<file path="src/rtl/rv32_ctrl_pkg.sv">
// rv32_ctrl_pkg
//   Shared definitions for the RV32I multi-cycle controller and its datapath.
//   Contents:
//     - RV32I base opcodes (IR[6:0])
//     - controller state encoding; ST_TRAP exists only when ILLEGAL_TRAP_EN is defined
//     - mux and format encodings for imm_sel, alu_src_a, alu_src_b, alu_op and wb_sel.
//       The immediate generator and the datapath muxes decode these same values.
//     - insn_class_t, a one-hot instruction class produced by rv32_opcode_class
//     - imm_format(), which maps an instruction class to its immediate format
//   Build macro: ILLEGAL_TRAP_EN adds the TRAP state.
package rv32_ctrl_pkg;

    localparam logic [6:0] OPC_LUI      = 7'b0110111;
    localparam logic [6:0] OPC_AUIPC    = 7'b0010111;
    localparam logic [6:0] OPC_JAL      = 7'b1101111;
    localparam logic [6:0] OPC_JALR     = 7'b1100111;
    localparam logic [6:0] OPC_BRANCH   = 7'b1100011;
    localparam logic [6:0] OPC_LOAD     = 7'b0000011;
    localparam logic [6:0] OPC_STORE    = 7'b0100011;
    localparam logic [6:0] OPC_OP_IMM   = 7'b0010011;
    localparam logic [6:0] OPC_OP       = 7'b0110011;
    localparam logic [6:0] OPC_MISC_MEM = 7'b0001111;
    localparam logic [6:0] OPC_SYSTEM   = 7'b1110011;

`ifdef ILLEGAL_TRAP_EN
    typedef enum logic [2:0] {
        ST_FETCH  = 3'd0,
        ST_DECODE = 3'd1,
        ST_EXEC   = 3'd2,
        ST_MEM    = 3'd3,
        ST_WB     = 3'd4,
        ST_TRAP   = 3'd5
    } state_e;
`else
    typedef enum logic [2:0] {
        ST_FETCH  = 3'd0,
        ST_DECODE = 3'd1,
        ST_EXEC   = 3'd2,
        ST_MEM    = 3'd3,
        ST_WB     = 3'd4
    } state_e;
`endif

    typedef enum logic [2:0] {
        IMM_I = 3'd0,
        IMM_S = 3'd1,
        IMM_B = 3'd2,
        IMM_U = 3'd3,
        IMM_J = 3'd4
    } imm_sel_e;

    typedef enum logic [1:0] {
        SRC_A_RS1  = 2'd0,
        SRC_A_PC   = 2'd1,
        SRC_A_ZERO = 2'd2
    } alu_src_a_e;

    typedef enum logic [1:0] {
        SRC_B_RS2  = 2'd0,
        SRC_B_IMM  = 2'd1,
        SRC_B_FOUR = 2'd2
    } alu_src_b_e;

    typedef enum logic [1:0] {
        ALU_ADD   = 2'd0,
        ALU_CMP   = 2'd1,
        ALU_FUNCT = 2'd2
    } alu_op_e;

    typedef enum logic [1:0] {
        WB_ALU = 2'd0,
        WB_MEM = 2'd1,
        WB_PC  = 2'd2
    } wb_sel_e;

    // FENCE and SYSTEM are legal but have no class bit; they retire as no-ops.
    typedef struct packed {
        logic is_lui;
        logic is_auipc;
        logic is_jal;
        logic is_jalr;
        logic is_branch;
        logic is_load;
        logic is_store;
        logic is_op_imm;
        logic is_op;
    } insn_class_t;

    function automatic logic [2:0] imm_format(input insn_class_t c);
        if (c.is_store) begin
            return IMM_S;
        end else if (c.is_branch) begin
            return IMM_B;
        end else if (c.is_lui || c.is_auipc) begin
            return IMM_U;
        end else if (c.is_jal) begin
            return IMM_J;
        end else begin
            return IMM_I;
        end
    endfunction

endpackage

</file>
<file path="src/rtl/rv32_opcode_class.sv">
// rv32_opcode_class
//   Combinational classifier that turns IR[6:0] into a one-hot instruction class
//   and a flag saying whether the opcode belongs to the RV32I base set.
//   Ports:
//     opcode  in   7    IR[6:0]
//     cls     out  insn_class_t  one-hot class; all zero for FENCE, SYSTEM and illegal opcodes
//     legal   out  1    opcode is in the RV32I base set
module rv32_opcode_class
    import rv32_ctrl_pkg::*;
(
    input  logic [6:0]  opcode,
    output insn_class_t cls,
    output logic        legal
);

    // Opcode lookup.
    always_comb begin
        cls   = '0;
        legal = 1'b1;
        case (opcode)
            OPC_LUI:      cls.is_lui    = 1'b1;
            OPC_AUIPC:    cls.is_auipc  = 1'b1;
            OPC_JAL:      cls.is_jal    = 1'b1;
            OPC_JALR:     cls.is_jalr   = 1'b1;
            OPC_BRANCH:   cls.is_branch = 1'b1;
            OPC_LOAD:     cls.is_load   = 1'b1;
            OPC_STORE:    cls.is_store  = 1'b1;
            OPC_OP_IMM:   cls.is_op_imm = 1'b1;
            OPC_OP:       cls.is_op     = 1'b1;
            OPC_MISC_MEM: legal         = 1'b1;
            OPC_SYSTEM:   legal         = 1'b1;
            default:      legal         = 1'b0;
        endcase
    end

endmodule

</file>
<file path="src/rtl/rv32_multicycle_ctrl.sv">
// rv32_multicycle_ctrl
//   Multi-cycle control FSM for an RV32I core. It steps each instruction through
//   FETCH, DECODE, EXEC, MEM and WB over one shared memory port and a single ALU.
//   It drives the immediate-format select, the ALU and writeback muxes, and the
//   PC, IR and register write strobes.
//
//   Parameters:
//     MAX_WAIT  cycles mem_req may wait for mem_ready before mem_err; 0 disables the timeout
//     WAIT_W    wait-counter width; 2**WAIT_W must exceed MAX_WAIT
//
//   Ports:
//     clk, rst (synchronous, active-high)
//     Inputs:
//       instruction   IR contents
//       mem_ready     memory acknowledge
//       branch_taken  ALU compare result
//     Outputs:
//       mem_req, mem_we, addr_sel   memory request, direction and address select
//       ir_write, pc_write, pc_src  IR and PC update strobes, PC source select
//       reg_write                   register-file write enable
//       imm_sel                     immediate format
//       alu_src_a, alu_src_b        ALU operand selects
//       alu_op                      ALU operation
//       wb_sel                      writeback source select
//       mem_err                     one-cycle pulse on memory timeout
//       illegal_insn                sticky flag, set in TRAP
//
//   Build macro ILLEGAL_TRAP_EN: an opcode outside the base set moves DECODE into
//   TRAP, which holds until rst. When the macro is undefined, such opcodes retire
//   as no-ops and illegal_insn stays 0.
module rv32_multicycle_ctrl
    import rv32_ctrl_pkg::*;
#(
    parameter int unsigned MAX_WAIT = 255,
    parameter int unsigned WAIT_W   = 8
) (
    input  logic        clk,
    input  logic        rst,
    input  logic [31:0] instruction,
    input  logic        mem_ready,
    input  logic        branch_taken,
    output logic        mem_req,
    output logic        mem_we,
    output logic        addr_sel,
    output logic        ir_write,
    output logic        pc_write,
    output logic        pc_src,
    output logic        reg_write,
    output logic [2:0]  imm_sel,
    output logic [1:0]  alu_src_a,
    output logic [1:0]  alu_src_b,
    output logic [1:0]  alu_op,
    output logic [1:0]  wb_sel,
    output logic        mem_err,
    output logic        illegal_insn
);

    localparam bit              TIMEOUT_EN = (MAX_WAIT != 0);
    // The timeout fires on the cycle the count would reach MAX_WAIT.
    localparam logic [WAIT_W-1:0] WAIT_LAST = TIMEOUT_EN ? WAIT_W'(MAX_WAIT - 1) : '0;

    state_e            state_q, state_d;
    logic [WAIT_W-1:0] wait_q, wait_d;
    insn_class_t       cls;
    logic              insn_legal;
    logic              wait_hit;
    logic [2:0]        imm_fmt;
    logic              unused_ir_bits;

    rv32_opcode_class u_class (
        .opcode (instruction[6:0]),
        .cls    (cls),
        .legal  (insn_legal)
    );

    // Only the opcode field steers the controller.
    assign unused_ir_bits = ^{instruction[31:7], insn_legal};
    assign imm_fmt        = imm_format(cls);
    assign wait_hit       = TIMEOUT_EN && (wait_q == WAIT_LAST);

    // Next-state, output decode and wait-counter update.
    always_comb begin
        state_d      = state_q;
        mem_req      = 1'b0;
        mem_we       = 1'b0;
        addr_sel     = 1'b0;
        ir_write     = 1'b0;
        pc_write     = 1'b0;
        pc_src       = 1'b0;
        reg_write    = 1'b0;
        imm_sel      = IMM_I;
        alu_src_a    = SRC_A_RS1;
        alu_src_b    = SRC_B_RS2;
        alu_op       = ALU_ADD;
        wb_sel       = WB_ALU;
        mem_err      = 1'b0;
        illegal_insn = 1'b0;

        case (state_q)
            ST_FETCH: begin
                mem_req = 1'b1;
                if (mem_ready) begin
                    ir_write = 1'b1;
                    pc_write = 1'b1;
                    state_d  = ST_DECODE;
                end else if (wait_hit) begin
                    // Nothing is written, so the retry fetches the same PC.
                    mem_err = 1'b1;
                    state_d = ST_FETCH;
                end else begin
                    state_d = ST_FETCH;
                end
            end
            ST_DECODE: begin
                // Precompute the branch/jump target old_pc + imm.
                imm_sel   = imm_fmt;
                alu_src_a = SRC_A_PC;
                alu_src_b = SRC_B_IMM;
`ifdef ILLEGAL_TRAP_EN
                if (insn_legal) begin
                    state_d = ST_EXEC;
                end else begin
                    state_d = ST_TRAP;
                end
`else
                state_d = ST_EXEC;
`endif
            end
            ST_EXEC: begin
                imm_sel = imm_fmt;
                state_d = ST_FETCH;
                if (cls.is_op || cls.is_op_imm) begin
                    alu_op    = ALU_FUNCT;
                    alu_src_b = cls.is_op_imm ? SRC_B_IMM : SRC_B_RS2;
                    state_d   = ST_WB;
                end else if (cls.is_lui || cls.is_auipc) begin
                    alu_src_a = cls.is_lui ? SRC_A_ZERO : SRC_A_PC;
                    alu_src_b = SRC_B_IMM;
                    state_d   = ST_WB;
                end else if (cls.is_load || cls.is_store) begin
                    alu_src_b = SRC_B_IMM;
                    state_d   = ST_MEM;
                end else if (cls.is_branch) begin
                    alu_op = ALU_CMP;
                    if (branch_taken) begin
                        pc_write = 1'b1;
                        pc_src   = 1'b1;
                    end else begin
                        pc_write = 1'b0;
                    end
                end else if (cls.is_jal || cls.is_jalr) begin
                    // Link and redirect in the same cycle. The ALU recomputes the target.
                    alu_src_a = cls.is_jal ? SRC_A_PC : SRC_A_RS1;
                    alu_src_b = SRC_B_IMM;
                    reg_write = 1'b1;
                    wb_sel    = WB_PC;
                    pc_write  = 1'b1;
                    pc_src    = 1'b1;
                end else begin
                    // FENCE, SYSTEM and unrecognised opcodes retire with no writes.
                    state_d = ST_FETCH;
                end
            end
            ST_MEM: begin
                mem_req  = 1'b1;
                addr_sel = 1'b1;
                mem_we   = cls.is_store;
                imm_sel  = imm_fmt;
                if (mem_ready) begin
                    state_d = cls.is_load ? ST_WB : ST_FETCH;
                end else if (wait_hit) begin
                    mem_err = 1'b1;
                    state_d = ST_FETCH;
                end else begin
                    state_d = ST_MEM;
                end
            end
            ST_WB: begin
                reg_write = 1'b1;
                wb_sel    = cls.is_load ? WB_MEM : WB_ALU;
                imm_sel   = imm_fmt;
                state_d   = ST_FETCH;
            end
`ifdef ILLEGAL_TRAP_EN
            ST_TRAP: begin
                illegal_insn = 1'b1;
                state_d      = ST_TRAP;
            end
`endif
            default: begin
                state_d = ST_FETCH;
            end
        endcase

        if (rst) begin
            // Drop any access in flight and hold every output low this cycle.
            state_d      = ST_FETCH;
            mem_req      = 1'b0;
            mem_we       = 1'b0;
            addr_sel     = 1'b0;
            ir_write     = 1'b0;
            pc_write     = 1'b0;
            pc_src       = 1'b0;
            reg_write    = 1'b0;
            imm_sel      = IMM_I;
            alu_src_a    = SRC_A_RS1;
            alu_src_b    = SRC_B_RS2;
            alu_op       = ALU_ADD;
            wb_sel       = WB_ALU;
            mem_err      = 1'b0;
            illegal_insn = 1'b0;
        end else begin
            illegal_insn = illegal_insn;
        end

        // The wait counter restarts on every state change and after a timeout.
        if (rst || (state_d != state_q) || mem_err) begin
            wait_d = '0;
        end else if (mem_req && !mem_ready) begin
            wait_d = wait_q + WAIT_W'(1);
        end else begin
            wait_d = wait_q;
        end
    end

    // State register and wait counter.
    always_ff @(posedge clk) begin
        if (rst) begin
            state_q <= ST_FETCH;
            wait_q  <= '0;
        end else begin
            state_q <= state_d;
            wait_q  <= wait_d;
        end
    end

endmodule

</file>
<file path="config.mk">
export PLATFORM = sky130hd
export DESIGN_NAME = rv32_multicycle_ctrl
export DESIGN_NICKNAME = d
export VERILOG_FILES = /design/src/rtl/rv32_ctrl_pkg.sv /design/src/rtl/rv32_opcode_class.sv /design/src/rtl/rv32_multicycle_ctrl.sv
export SDC_FILE = /design/constraint.sdc
export NUM_CORES = 1
export LEC_CHECK = 0
export ABC_AREA = 0
export BUFFER_PORTS_ARGS = -buffer_cell sky130_fd_sc_hd__buf_2
export CAP_MARGIN = 10
export CORE_MARGIN = 5
export CORE_UTILIZATION = 35
export DETAILED_ROUTE_END_ITERATION = 8
export GPL_TIMING_DRIVEN = 0
export PLACE_DENSITY = 0.76
export SLEW_MARGIN = 20
export SYNTH_ARGS = -nofsm -noshare
export SYNTH_HDL_FRONTEND = slang
export SYNTH_HIERARCHICAL = 1
export SYNTH_SLANG_ARGS = --single-unit
export TNS_END_PERCENT = 10
</file>
<file path="constraint.sdc">
create_clock -name clk -period 4 [get_ports clk]
set_input_delay 0.4 -clock clk [delete_from_list [all_inputs] [get_ports clk]]
set_output_delay 0.4 -clock clk [all_outputs]
set_load 0.05 [all_outputs]
</file>
After elaboration in Yosys (flattened, before gate mapping):

Cells that the tools add are included.

* add/subtract/negate cells: 1
* eq/ne operators: 15
* muxes and demuxes: 84
* reduce and logical (&&, ||, !) cells: 12

Operators by type and width (number)
* $mux W1: 51
* $mux W3: 11
* $mux W2: 16
* $eq A7 B6 Y1 const B: 3
* $eq A7 B7 Y1 const B: 3
* $eq A7 B5 Y1 const B: 2
* $pmux W3 S4: 1
* $add A8 B1 Y8 const B: 1
* $eq A8 B8 Y1 const B: 1
* $pmux W2 S2: 2
* $eq A7 B2 Y1 const B: 1
* $eq A3 B2 Y1 const B: 2
* $logic_or A1 B1 Y1: 6
* $pmux W1 S2: 3
* $reduce_or A2 Y1: 2
* $reduce_or A4 Y1: 1
* $eq A3 B1 Y1 const B: 1
* $eq A3 B3 Y1 const B: 1
* $logic_not A3 Y1: 1
* $ne A3 B3 Y1: 1
* $logic_and A1 B1 Y1: 1
* $logic_not A1 Y1: 1

* register bits: 11
* word-level logic and storage cells: 114

Logic depth before layout (Yosys ltp):

Gate-level depths: netlist of run 1.

* word-level depth: 12
* depth in mapped cells: 7
* depth with buffers taken out: 7

Modules after synthesis:

The synthesis of run 1 kept the hierarchy.

By module, submodules not included
* rv32_multicycle_ctrl: times used 1, cells an instance 114, area each 828.3 um^2, sequential area each 220.2 um^2
* rv32_opcode_class: times used 1, cells an instance 23, area each 160.2 um^2, sequential area each 0.0 um^2

Worst setup path after synthesis of run 1:

Ideal clock, no wire load.

* path kind: in2out
* from: in instruction[6]
* to: out pc_write
* arrival time: 2.726 ns
* path slack: 0.874 ns
* stages on the path: 7
* buffers on the path: 1
* cells stage by stage: clkbuf_1 > nand3b_1 > nor2_1 > nor4b_1 > nand4_1 > a21oi_1 > or2_2

RTL lines
* start, declared: RTL line rv32_multicycle_ctrl.sv:39 `input logic [31:0] instruction,`
* end, declared: RTL line rv32_multicycle_ctrl.sv:46 `output logic pc_write,`

==> impl_metrics.xml, run 1 <==
<?xml version="1.0" encoding="UTF-8"?>
<metrics>
  <group name="run_status">
    <metric name="outcome" unit="">completed</metric>
  </group>
  <group name="drt">
    <metric name="route.detailed.vias_per_inst" unit="">5.461</metric>
    <metric name="drc" unit="">0</metric>
    <metric name="drtAntennaViolNets" unit="">0</metric>
    <metric name="initialDrtViolationCount" unit="">51</metric>
    <metric name="drt_first_pass_iters" unit="">4</metric>
    <metric name="routed_wirelength" unit="µm">2367</metric>
    <metric name="vias" unit="">1043</metric>
    <metric name="routed_wire_per_std_cell" unit="µm">12.39</metric>
  </group>
  <group name="clock_tree">
    <metric name="post-cts-setup-buffers" unit="">0</metric>
    <metric name="htree_levels" unit="">1</metric>
    <metric name="cells_resized_by_post_cts_repair" unit="">0</metric>
    <metric name="tritoncts" unit="">done</metric>
    <metric name="root_buffer" unit="">sky130_fd_sc_hd__clkbuf_4</metric>
    <metric name="clkLatencyLatePin" unit="ns">0.28</metric>
    <metric name="clock-sinks" unit="">11</metric>
    <metric name="cts.hold.buffers_added" unit="">0</metric>
    <metric name="clock_tree.buffer_depth" unit="">2</metric>
    <metric name="cts_inserted_buffers" unit="">3</metric>
    <metric name="clk_transition_reported_paths" unit="ns">0.08</metric>
  </group>
  <group name="min_path">
    <metric name="worst_hold_path_type" unit="">flop to flop</metric>
    <metric name="hold_path_end" unit="">wait_q[7]</metric>
    <metric name="hold_path_depth" unit="">2</metric>
    <metric name="hold_path.startpoint" unit="">wait_q[7]</metric>
  </group>
  <group name="power_and_ir_drop">
    <metric name="power_density" unit="nW/µm²">229.8</metric>
    <metric name="ir_worst_vdd" unit="mV">0.2083</metric>
    <metric name="power_leakage" unit="nW">0.4332</metric>
  </group>
  <group name="synthesis">
    <metric name="yosysWarnings" unit="">6</metric>
    <metric name="mappedNetlistArea" unit="µm²">928.4</metric>
    <metric name="synthesis.area_per_instance" unit="µm²">7.141</metric>
    <metric name="synthesis.instances" unit="">130</metric>
  </group>
  <group name="timing">
    <metric name="post-route-min-period" unit="ns">2.838</metric>
    <metric name="post-route-period-util" unit="%">70.96</metric>
    <metric name="post_route_worst_setup_slack" unit="ns">1.162</metric>
    <metric name="timing_hold_violations_final" unit="">0</metric>
    <metric name="report.final.slew_viol_count" unit="">0</metric>
    <metric name="achievable-frequency" unit="MHz">352.3</metric>
    <metric name="totalNegativeSetupSlack" unit="ns">0</metric>
    <metric name="worst_slew_pin_slew" unit="ns">0.8500</metric>
    <metric name="worst_slew_margin_rel" unit="%">41.87</metric>
    <metric name="rsz_0062_raised_after_global_routing" unit="">no</metric>
    <metric name="timing.final.setup_violations" unit="">0</metric>
    <metric name="clock-skew-final" unit="ns">0.002242</metric>
  </group>
  <group name="setup_path">
    <metric name="critical_path_class" unit="">input port to output pin</metric>
    <metric name="worst_ep_arrival_time" unit="ns">2.44</metric>
    <metric name="crit_chain" unit="">buf_2 -&gt; nor2_1 -&gt; nand3_1 -&gt; nor4b_1 -&gt; nor2_1 -&gt; nand4_1 -&gt; a21oi_1 -&gt; or2_2 -&gt; buf_2</metric>
    <metric name="crit_family" unit="">simple AND/OR/NAND/NOR gates</metric>
    <metric name="critPathBufInv" unit="">2</metric>
    <metric name="startpoint_type" unit="">input port</metric>
    <metric name="r2r_start" unit="">wait_q[0]</metric>
    <metric name="crit_required" unit="ns">3.60</metric>
    <metric name="timing.critical_path.to_type" unit="">output pin</metric>
    <metric name="critical_path.reg2reg.endpoint" unit="">wait_q[1]</metric>
    <metric name="worst-path-stages" unit="">9</metric>
    <metric name="critical_path.slowest_cell" unit="">sky130_fd_sc_hd__nor4b_1</metric>
    <metric name="reg2reg_setup_slack" unit="ns">1.64</metric>
    <metric name="crit_path_max_incr_delay" unit="ns">0.64</metric>
    <metric name="cell_depth_of_the_worst_flop_to_flop_path" unit="">6</metric>
    <metric name="cp_max_fo" unit="">5</metric>
  </group>
  <group name="placement">
    <metric name="dp_worst_setup_slack" unit="ns">1.188</metric>
    <metric name="port-buffer-count" unit="">26</metric>
    <metric name="place_area" unit="µm²">1100</metric>
    <metric name="final_hpwl_from_detailed_placement" unit="µm">1815</metric>
    <metric name="place_congestion" unit="">0.9059</metric>
  </group>
  <group name="floorplanning">
    <metric name="die_area" unit="µm²">3782</metric>
    <metric name="die_extent_in_x" unit="µm">61.50</metric>
    <metric name="io_pins" unit="">56</metric>
    <metric name="initial_cell_density_of_the_core" unit="%">37.14</metric>
    <metric name="floorplan.die.height" unit="µm">61.50</metric>
    <metric name="placement_rows" unit="">18</metric>
    <metric name="core_area" unit="µm²">2500</metric>
  </group>
  <group name="finish">
    <metric name="final_net_count" unit="">200</metric>
    <metric name="area_used_by_multi_input_combinational_logic" unit="µm²">649.4</metric>
    <metric name="drive_gt1_share" unit="%">25.47</metric>
    <metric name="sequential_cell_area" unit="µm²">220.2</metric>
    <metric name="num_antenna_cells" unit="">0</metric>
    <metric name="number_of_filler_instances_in_the_final_layout" unit="">260</metric>
    <metric name="areaGrowthSynthToFinish" unit="%">21.29</metric>
    <metric name="layout_cell_area_excl_fill" unit="µm²">1126</metric>
  </group>
  <group name="flow_run">
    <metric name="max-cap-violations" unit="">0</metric>
  </group>
  <group name="global_route">
    <metric name="grt_util_all_layers" unit="%">13.15</metric>
    <metric name="first_global_vias" unit="">938</metric>
    <metric name="global_route_wire_length_before_repair" unit="µm">3870</metric>
    <metric name="grt_overflow_total" unit="">0</metric>
    <metric name="grt_max_degree" unit="">11</metric>
    <metric name="grt_antenna_before_repair" unit="">0</metric>
  </group>
</metrics>
-- worst max-delay path by stage --
stage                     slack [ns]           start        to
after CTS                       1.18  instruction[3]  pc_write
after global placement          1.23  instruction[3]  pc_write
after detailed placement        1.19  instruction[3]  pc_write
final                           1.16  instruction[3]  pc_write
after floorplan                 0.95  instruction[6]  pc_write
after global routing            0.92  instruction[3]  pc_write
-- power breakdown --
part	internal, W	switching (W)
clock	0.0000388	0.0000427
sequential	0.000111	0.00000123
combinational	0.0000203	0.0000445
-- layout by cell type, fill, tap and decap left out, types with 2 or more instances in the layout --
cell / n
sky130_fd_sc_hd__clkbuf_1: 4
sky130_fd_sc_hd__nand4_1: 3
sky130_fd_sc_hd__nor2_1: 30
sky130_fd_sc_hd__and3_1: 2
sky130_fd_sc_hd__buf_4: 2
sky130_fd_sc_hd__o21ai_0: 3
sky130_fd_sc_hd__and4_1: 2
sky130_fd_sc_hd__xnor2_1: 6
sky130_fd_sc_hd__dfxtp_1: 11
sky130_fd_sc_hd__or4_1: 3
sky130_fd_sc_hd__o31ai_1: 2
sky130_fd_sc_hd__a31oi_1: 3
sky130_fd_sc_hd__nor4b_1: 3
sky130_fd_sc_hd__a2111oi_0: 2
sky130_fd_sc_hd__inv_1: 4
sky130_fd_sc_hd__nand3b_1: 3
sky130_fd_sc_hd__a211oi_1: 2
sky130_fd_sc_hd__nand2_1: 9
sky130_fd_sc_hd__nor3_1: 6
sky130_fd_sc_hd__buf_2: 28
sky130_fd_sc_hd__nor4_1: 2
sky130_fd_sc_hd__clkbuf_4: 3
sky130_fd_sc_hd__conb_1: 2
sky130_fd_sc_hd__nand3_1: 2
sky130_fd_sc_hd__a21oi_1: 7
sky130_fd_sc_hd__ha_1: 2
-- registers in the layout (all words and copies together) (netlist names) --
name     cells
state_q      3
wait_q       8
-- cell type report --
type,instances,share of cell area (%)
Buffer,8,4.222
Clock buffer,4,2.333
Inverter,4,1.333
Multi-Input combinational cell,108,57.67
Sequential cell,11,19.56
Tap cell,30,3.333
Timing Repair Buffer,26,11.56
-- worst min-delay path, delay by kind of cell, from the launching register on --
| kind | cells | cell delay, ns |
|---|---|---|
| AO/OA/AOI/OAI | 2 | 0.13 |
| flip-flops | 1 | 0.33 |
-- metal layers --
metal | wire, µm | part of all wire, % | up-vias | track usage (%)
met5 | 0 | 0 | - | 0
met4 | 10 | 0.42 | 0 | 2.727
met3 | 166 | 7.0 | 2 | 4.193
met2 | 1183 | 50 | 39 | 23.17
met1 | 1006 | 43 | 475 | 15.57
li1 | - | - | 527 | -
-- per-stage QoR --
stage / instances / utilization (%) / total power (W) / hold slack (ns)
2_1_floorplan: 131 / - / 0.0001640 / 0.4474
5_1_grt: 191 / 45.05 / 0.0002724 / 0.5278
3_3_place_gp: 187 / 43.99 / 0.0001780 / 0.4649
3_5_place_dp: 187 / 43.99 / 0.0001795 / 0.4893
4_1_cts: 191 / 45.05 / 0.0002607 / 0.5019
6_report: 191 / 45.05 / 0.0002587 / 0.5000
Note: power is estimated with default switching activity, not from simulation.
==> inputs of run 2 (changes only) <==
--- a/config.mk
+++ b/config.mk
@@ -12,7 +12,7 @@
 export CORE_UTILIZATION = 35
 export DETAILED_ROUTE_END_ITERATION = 8
 export GPL_TIMING_DRIVEN = 0
-export PLACE_DENSITY = 0.76
+export PLACE_DENSITY = 0.78
 export SLEW_MARGIN = 20
 export SYNTH_ARGS = -nofsm -noshare
 export SYNTH_HDL_FRONTEND = slang
==> constraint.sdc (replaced) <==
create_clock -name clk -period 2.37 [get_ports clk]
set_input_delay 0.237 -clock clk [delete_from_list [all_inputs] [get_ports clk]]
set_output_delay 0.237 -clock clk [all_outputs]
set_load 0.05 [all_outputs]
==> run 2 against run 1 <==
Compared with the run above: worst setup slack got worse by 1.1 ns; critical path depth decreased by 1; non-clock buffer count unchanged; hold slack got worse by 0.11 ns; largest power group unchanged; highest routed layer unchanged.
==> impl_metrics.xml, run 2 (synthesis results as in run 1) <==
<?xml version="1.0" encoding="UTF-8"?>
<metrics>
  <group name="min_path">
    <metric name="hold_path.startpoint" unit="">mem_ready</metric>
    <metric name="hold_path_depth" unit="">3</metric>
    <metric name="worst_hold_path_type" unit="">input port to flop</metric>
    <metric name="hold_path_end" unit="">state_q[2]</metric>
  </group>
  <group name="clock_tree">
    <metric name="htree_levels" unit="">1</metric>
    <metric name="tritoncts" unit="">done</metric>
    <metric name="cts.hold.buffers_added" unit="">0</metric>
    <metric name="cts_inserted_buffers" unit="">3</metric>
    <metric name="root_buffer" unit="">sky130_fd_sc_hd__clkbuf_4</metric>
    <metric name="clock_tree.buffer_depth" unit="">2</metric>
    <metric name="clk_transition_reported_paths" unit="ns">0.07</metric>
    <metric name="clock-sinks" unit="">11</metric>
    <metric name="clkLatencyLatePin" unit="ns">0.27</metric>
  </group>
  <group name="power_and_ir_drop">
    <metric name="power_leakage" unit="nW">0.4420</metric>
    <metric name="ir_worst_vdd" unit="mV">0.3262</metric>
    <metric name="power_density" unit="nW/µm²">374.6</metric>
    <metric name="post-layout-total-power" unit="W">0.0004340</metric>
  </group>
  <group name="setup_path">
    <metric name="cell_depth_of_the_worst_flop_to_flop_path" unit="">6</metric>
    <metric name="r2r_start" unit="">wait_q[0]</metric>
    <metric name="critical_path.slowest_cell" unit="">sky130_fd_sc_hd__nor4b_1</metric>
    <metric name="crit_required" unit="ns">2.13</metric>
    <metric name="crit_chain" unit="">buf_2 -&gt; nand4b_1 -&gt; nor4b_1 -&gt; nor2_1 -&gt; nand4_1 -&gt; a21oi_2 -&gt; or2_2 -&gt; buf_2</metric>
    <metric name="timing.critical_path.to_type" unit="">output pin</metric>
    <metric name="cp_max_fo" unit="">4</metric>
    <metric name="critical_path.reg2reg.endpoint" unit="">wait_q[1]</metric>
    <metric name="reg2reg_setup_slack" unit="ns">0.07</metric>
    <metric name="worst_ep_arrival_time" unit="ns">2.12</metric>
    <metric name="startpoint_type" unit="">input port</metric>
    <metric name="crit_path_max_incr_delay" unit="ns">0.59</metric>
    <metric name="critical_path_class" unit="">input port to output pin</metric>
    <metric name="cpMostUsedCell" unit="">sky130_fd_sc_hd__buf_2</metric>
  </group>
  <group name="timing">
    <metric name="totalNegativeSetupSlack" unit="ns">0</metric>
    <metric name="hold_slack" unit="ns">0.3869</metric>
    <metric name="worst_slew_pin_slew" unit="ns">0.7406</metric>
    <metric name="post-route-period-util" unit="%">99.50</metric>
    <metric name="achievable-frequency" unit="MHz">424.1</metric>
    <metric name="rsz_0062_raised_after_global_routing" unit="">yes</metric>
    <metric name="timing_hold_violations_final" unit="">0</metric>
    <metric name="report.final.slew_viol_count" unit="">0</metric>
    <metric name="post-route-min-period" unit="ns">2.358</metric>
    <metric name="timing.final.setup_violations" unit="">0</metric>
    <metric name="worst_slew_margin_rel" unit="%">50.50</metric>
    <metric name="clock-skew-final" unit="ns">0.001943</metric>
  </group>
  <group name="finish">
    <metric name="areaGrowthSynthToFinish" unit="%">24.80</metric>
    <metric name="final_net_count" unit="">200</metric>
    <metric name="fin_cells" unit="">191</metric>
    <metric name="number_of_filler_instances_in_the_final_layout" unit="">259</metric>
    <metric name="number_of_flip_flops_in_the_largest_register" unit="">8</metric>
    <metric name="biggestRegsByFlops" unit="">wait_q (8), state_q (3)</metric>
    <metric name="utilization" unit="%">46.35</metric>
    <metric name="layout.cells.most_common" unit="">sky130_fd_sc_hd__nor2_1</metric>
    <metric name="drive_gt1_share" unit="%">27.95</metric>
    <metric name="num_antenna_cells" unit="">0</metric>
    <metric name="largest_register" unit="">wait_q</metric>
    <metric name="final_cell_mix" unit="">sky130_fd_sc_hd__nor2_1, sky130_fd_sc_hd__buf_2, sky130_fd_sc_hd__dfxtp_1, sky130_fd_sc_hd__nand2_1</metric>
  </group>
  <group name="run_status">
    <metric name="outcome" unit="">completed</metric>
  </group>
  <group name="drt">
    <metric name="routed_wire_per_std_cell" unit="µm">12.80</metric>
    <metric name="routed_wirelength" unit="µm">2444</metric>
    <metric name="vias" unit="">1048</metric>
    <metric name="route.detailed.vias_per_inst" unit="">5.487</metric>
    <metric name="initialDrtViolationCount" unit="">37</metric>
    <metric name="drt_first_pass_iters" unit="">4</metric>
    <metric name="drc" unit="">0</metric>
    <metric name="drtAntennaViolNets" unit="">0</metric>
  </group>
  <group name="floorplanning">
    <metric name="io_pins" unit="">56</metric>
    <metric name="floorplan.die.height" unit="µm">61.50</metric>
    <metric name="die_area" unit="µm²">3782</metric>
    <metric name="core_area" unit="µm²">2500</metric>
    <metric name="placement_rows" unit="">18</metric>
    <metric name="initial_cell_density_of_the_core" unit="%">37.14</metric>
    <metric name="die_extent_in_x" unit="µm">61.50</metric>
  </group>
  <group name="global_route">
    <metric name="grt_antenna_before_repair" unit="">0</metric>
    <metric name="first_global_vias" unit="">953</metric>
    <metric name="grt_max_degree" unit="">11</metric>
    <metric name="grt_util_all_layers" unit="%">13.06</metric>
    <metric name="grt_overflow_total" unit="">0</metric>
    <metric name="global_route_wire_length_before_repair" unit="µm">3850</metric>
  </group>
  <group name="placement">
    <metric name="place_congestion" unit="">0.9089</metric>
    <metric name="final_hpwl_from_detailed_placement" unit="µm">1824</metric>
    <metric name="port-buffer-count" unit="">26</metric>
    <metric name="post-place-cells" unit="">187</metric>
  </group>
  <group name="flow_run">
    <metric name="max-cap-violations" unit="">0</metric>
  </group>
</metrics>
[run 2: power breakdown]
| group | switching (W) | total [W] | internal [W] |
|---|---|---|---|
| registers | 0.00000206 | 0.000190 | 0.000188 |
| logic | 0.0000792 | 0.000114 | 0.0000352 |
| clock network | 0.0000643 | 0.000130 | 0.0000653 |
| total | 0.000146 | 0.000434 | 0.000288 |
[run 2: per-stage QoR]
| stage | worst slack [ns] | area (µm²) |
|---|---|---|
| after detailed placement | -0.1225 | 1104 |
| final | 0.01188 | 1159 |
| after CTS | 0.01393 | 1149 |
| after global placement | -0.07224 | 1104 |
| after floorplan | -0.1788 | 935.9 |
| after global routing | -0.07865 | 1159 |
[run 2: critical path, delay by kind of cell]
family | cells | cell delay [ns]
and+or+nand+nor | 5 | 1.50
buffers and inverters | 2 | 0.32
AOI/OAI and AO/OA | 1 | 0.05
[run 2: worst max path at each step]
stage,depth (start not counted),endpoint,from,slack [ns]
finish,8,pc_write,instruction[3],0.01
global route,9,pc_write,instruction[3],-0.08
CTS,6,wait_q[1],wait_q[0],0.01
detailed placement,9,pc_write,instruction[3],-0.12
global placement,9,pc_write,instruction[3],-0.07
floorplan,6,alu_src_a[0],instruction[6],-0.18
[run 2: routing by layer]
metal,up-vias,track usage (%),share of wire [%]
li1,524,-,-
met1,484,15.65,43
met2,38,22.42,50
met3,2,4.612,6.9
met4,0,2.727,0.49
met5,-,0,0
[run 2: layout make-up]
cell class	instances	area [µm²]	area share, %
repair buffers	26	130.1	11.23
clock buffers	4	26.28	2.268
flip-flops and latches	11	220.2	19.01
multi-input cells	108	681.9	58.86
inverters	4	15.01	1.296
well taps	30	37.54	3.240
plain buffers	8	47.55	4.104
[run 2: repair_timing]
| item | CTS | global route |
|---|---|---|
| cloned | 0 | 0 |
| setup endpoints to repair | 3 | 4 |
| setup buffers | 0 | 0 |
| gates resized for setup | 3 | 2 |
==> inputs of run 3 (changes only) <==
--- a/config.mk
+++ b/config.mk
@@ -11,8 +11,7 @@
 export CORE_MARGIN = 5
 export CORE_UTILIZATION = 35
 export DETAILED_ROUTE_END_ITERATION = 8
-export GPL_TIMING_DRIVEN = 0
-export PLACE_DENSITY = 0.78
+export PLACE_DENSITY = 0.76
 export SLEW_MARGIN = 20
 export SYNTH_ARGS = -nofsm -noshare
 export SYNTH_HDL_FRONTEND = slang
==> constraint.sdc (replaced) <==
create_clock -name clk -period 2.6 [get_ports clk]
set_input_delay 0.26 -clock clk [delete_from_list [all_inputs] [get_ports clk]]
set_output_delay 0.26 -clock clk [all_outputs]
set_load 0.05 [all_outputs]
==> run 3 against run 2 <==
Compared with the run above: non-clock buffer count fell by 3; critical path depth is the same; count of clock-buffer cells in the layout unchanged; hold slack got worse by 0.064 ns; highest routed layer unchanged; die area unchanged.
==> impl_metrics.xml, run 3 (synthesis results as in run 1) <==
<?xml version="1.0" encoding="UTF-8"?>
<metrics>
  <group name="finish">
    <metric name="layout.cells.most_common" unit="">sky130_fd_sc_hd__nor2_1</metric>
    <metric name="number_of_flip_flops_in_the_largest_register" unit="">8</metric>
    <metric name="sequential_cell_area" unit="µm²">220.2</metric>
    <metric name="biggestRegsByFlops" unit="">wait_q (8), state_q (3)</metric>
    <metric name="utilization" unit="%">44.84</metric>
    <metric name="layout_cell_area_excl_fill" unit="µm²">1121</metric>
    <metric name="largest_register" unit="">wait_q</metric>
    <metric name="final_net_count" unit="">197</metric>
    <metric name="number_of_filler_instances_in_the_final_layout" unit="">278</metric>
    <metric name="fin_cells" unit="">188</metric>
    <metric name="drive_gt1_share" unit="%">27.22</metric>
    <metric name="final_cell_mix" unit="">sky130_fd_sc_hd__nor2_1, sky130_fd_sc_hd__buf_2, sky130_fd_sc_hd__dfxtp_1, sky130_fd_sc_hd__nand2_1</metric>
    <metric name="num_antenna_cells" unit="">0</metric>
    <metric name="areaGrowthSynthToFinish" unit="%">20.76</metric>
    <metric name="area_used_by_multi_input_combinational_logic" unit="µm²">659.4</metric>
  </group>
  <group name="drt">
    <metric name="drtAntennaViolNets" unit="">0</metric>
    <metric name="route.detailed.vias_per_inst" unit="">5.404</metric>
    <metric name="drc" unit="">0</metric>
    <metric name="drt_first_pass_iters" unit="">4</metric>
    <metric name="initialDrtViolationCount" unit="">40</metric>
    <metric name="vias" unit="">1016</metric>
    <metric name="routed_wire_per_std_cell" unit="µm">12.27</metric>
    <metric name="routed_wirelength" unit="µm">2307</metric>
  </group>
  <group name="power_and_ir_drop">
    <metric name="power.internal" unit="W">0.0002578</metric>
    <metric name="comb_power_share" unit="%">23.1</metric>
    <metric name="power_density" unit="nW/µm²">348.4</metric>
    <metric name="clock_power_share" unit="%">31.4</metric>
    <metric name="ir_worst_vdd" unit="mV">0.3274</metric>
    <metric name="seq_power_share" unit="%">45.5</metric>
    <metric name="power_leakage" unit="nW">0.4307</metric>
    <metric name="power.switching_fraction" unit="%">34.01</metric>
    <metric name="power_switching" unit="W">0.0001328</metric>
  </group>
  <group name="timing">
    <metric name="hold_slack" unit="ns">0.3227</metric>
    <metric name="clock-skew-final" unit="ns">0.002208</metric>
    <metric name="post_route_worst_setup_slack" unit="ns">0.1004</metric>
    <metric name="report.final.slew_viol_count" unit="">0</metric>
    <metric name="timing.final.setup_violations" unit="">0</metric>
    <metric name="worst_slew_margin_rel" unit="%">50.83</metric>
    <metric name="post-route-period-util" unit="%">96.14</metric>
    <metric name="post-route-min-period" unit="ns">2.500</metric>
    <metric name="worst_slew_pin_slew" unit="ns">0.7273</metric>
    <metric name="achievable-frequency" unit="MHz">400.1</metric>
    <metric name="timing_hold_violations_final" unit="">0</metric>
    <metric name="rsz_0062_raised_after_global_routing" unit="">no</metric>
  </group>
  <group name="clock_tree">
    <metric name="clk_transition_reported_paths" unit="ns">0.07</metric>
    <metric name="tritoncts" unit="">done</metric>
    <metric name="htree_levels" unit="">1</metric>
    <metric name="clock-sinks" unit="">11</metric>
    <metric name="clock_tree.buffer_depth" unit="">2</metric>
    <metric name="clkLatencyLatePin" unit="ns">0.28</metric>
    <metric name="root_buffer" unit="">sky130_fd_sc_hd__clkbuf_4</metric>
    <metric name="cts_inserted_buffers" unit="">3</metric>
  </group>
  <group name="setup_path">
    <metric name="critical_path.slowest_cell" unit="">sky130_fd_sc_hd__nor4b_1</metric>
    <metric name="critPathBufInv" unit="">2</metric>
    <metric name="timing.critical_path.to_type" unit="">output pin</metric>
    <metric name="cpMostUsedCell" unit="">sky130_fd_sc_hd__buf_2</metric>
    <metric name="cp_max_fo" unit="">4</metric>
    <metric name="crit_family" unit="">simple AND/OR/NAND/NOR gates</metric>
    <metric name="critical_path_class" unit="">input port to output pin</metric>
    <metric name="crit_path_max_incr_delay" unit="ns">0.69</metric>
    <metric name="startpoint_type" unit="">input port</metric>
    <metric name="worst_ep_arrival_time" unit="ns">2.24</metric>
    <metric name="crit_required" unit="ns">2.34</metric>
    <metric name="crit_chain" unit="">buf_2 -&gt; nand4b_1 -&gt; nor4b_1 -&gt; nor2_1 -&gt; nand4_1 -&gt; a21oi_2 -&gt; or2_2 -&gt; buf_2</metric>
  </group>
  <group name="placement">
    <metric name="port-buffer-count" unit="">28</metric>
    <metric name="dp_worst_setup_slack" unit="ns">0.08887</metric>
    <metric name="place_congestion" unit="">0.9280</metric>
    <metric name="post-place-cells" unit="">184</metric>
    <metric name="final_hpwl_from_detailed_placement" unit="µm">1798</metric>
    <metric name="place_area" unit="µm²">1089</metric>
  </group>
  <group name="global_route">
    <metric name="met1_layer_usage_reported_by_global_route" unit="%">15.17</metric>
    <metric name="grt_antenna_before_repair" unit="">0</metric>
    <metric name="groute.layer.met2.usage" unit="%">22.72</metric>
    <metric name="grt_use_met3" unit="%">3.983</metric>
    <metric name="first_global_vias" unit="">924</metric>
    <metric name="global_route_wire_length_before_repair" unit="µm">3726</metric>
    <metric name="grt_util_all_layers" unit="%">12.72</metric>
    <metric name="grt_overflow_total" unit="">0</metric>
    <metric name="grt_max_degree" unit="">14</metric>
    <metric name="grt_max_usage_layer" unit="">met2</metric>
  </group>
  <group name="floorplanning">
    <metric name="die_area" unit="µm²">3782</metric>
    <metric name="placement_rows" unit="">18</metric>
    <metric name="io_pins" unit="">56</metric>
    <metric name="die_extent_in_x" unit="µm">61.50</metric>
    <metric name="floorplan.die.height" unit="µm">61.50</metric>
    <metric name="core_area" unit="µm²">2500</metric>
    <metric name="initial_cell_density_of_the_core" unit="%">37.14</metric>
  </group>
  <group name="min_path">
    <metric name="worst_hold_path_type" unit="">input port to flop</metric>
  </group>
  <group name="run_status">
    <metric name="outcome" unit="">completed</metric>
  </group>
  <group name="flow_run">
    <metric name="max-cap-violations" unit="">0</metric>
  </group>
</metrics>
[run 3: changes by cell type in the layout (fill, tap and decap cells not counted), sizes merged]
cell / change
clkbuf: -3
[run 3: final timing paths]
kind                                startpoint          to  slack, ns  cells past startpoint
worst min register to register       wait_q[7]   wait_q[7]       0.48                      2
worst max register to register      state_q[0]   wait_q[5]       0.65                      4
worst min-delay path                 mem_ready  state_q[2]       0.32                      3
worst max-delay path            instruction[3]    pc_write       0.10                      8
[run 3: per-layer routing]
metal / vias up / routed length, µm
met4: 0 / 11
met5: - / 0
li1: 523 / -
met3: 2 / 160
met2: 33 / 1157
met1: 458 / 978
[run 3: cell type report]
type                       instances  share of cell area, %
clock buffer                       4                  2.344
inverter                           4                  1.339
multi-input combinational        108                  58.82
sequential                        11                  19.64
tap                               30                  3.348
timing repair buffer              31                  14.51
[run 3: per-stage QoR]
stage | setup TNS (ns) | total power, W
after floorplan | -0.09984 | 0.0002524
after global placement | 0 | 0.0002681
after detailed placement | 0 | 0.0002708
after CTS | 0 | 0.0003893
after global routing | 0 | 0.0004131
final | 0 | 0.0003906
[run 3: power by group through the flow]
stage / clock network, W / registers (W) / logic (W)
after floorplan: 0 / 0.000177 / 0.0000756
after global placement: 0 / 0.000181 / 0.0000870
after global routing: 0.000137 / 0.000178 / 0.0000984
after detailed placement: 0 / 0.000181 / 0.0000894
after CTS: 0.000122 / 0.000177 / 0.0000898
final: 0.000123 / 0.000178 / 0.0000903
[run 3: worst min-delay path, delay by kind of cell]
family          cells  cell delay, ns
simple gates        1            0.07
buf+inv             1            0.15
compound gates      1            0.07
[run 3: what timing repair did]
action,4_1_cts,5_1_grt
buffers inserted,0,0
endpoints found under the setup margin,0,1
gates resized for setup,0,1
hold buffers,0,0
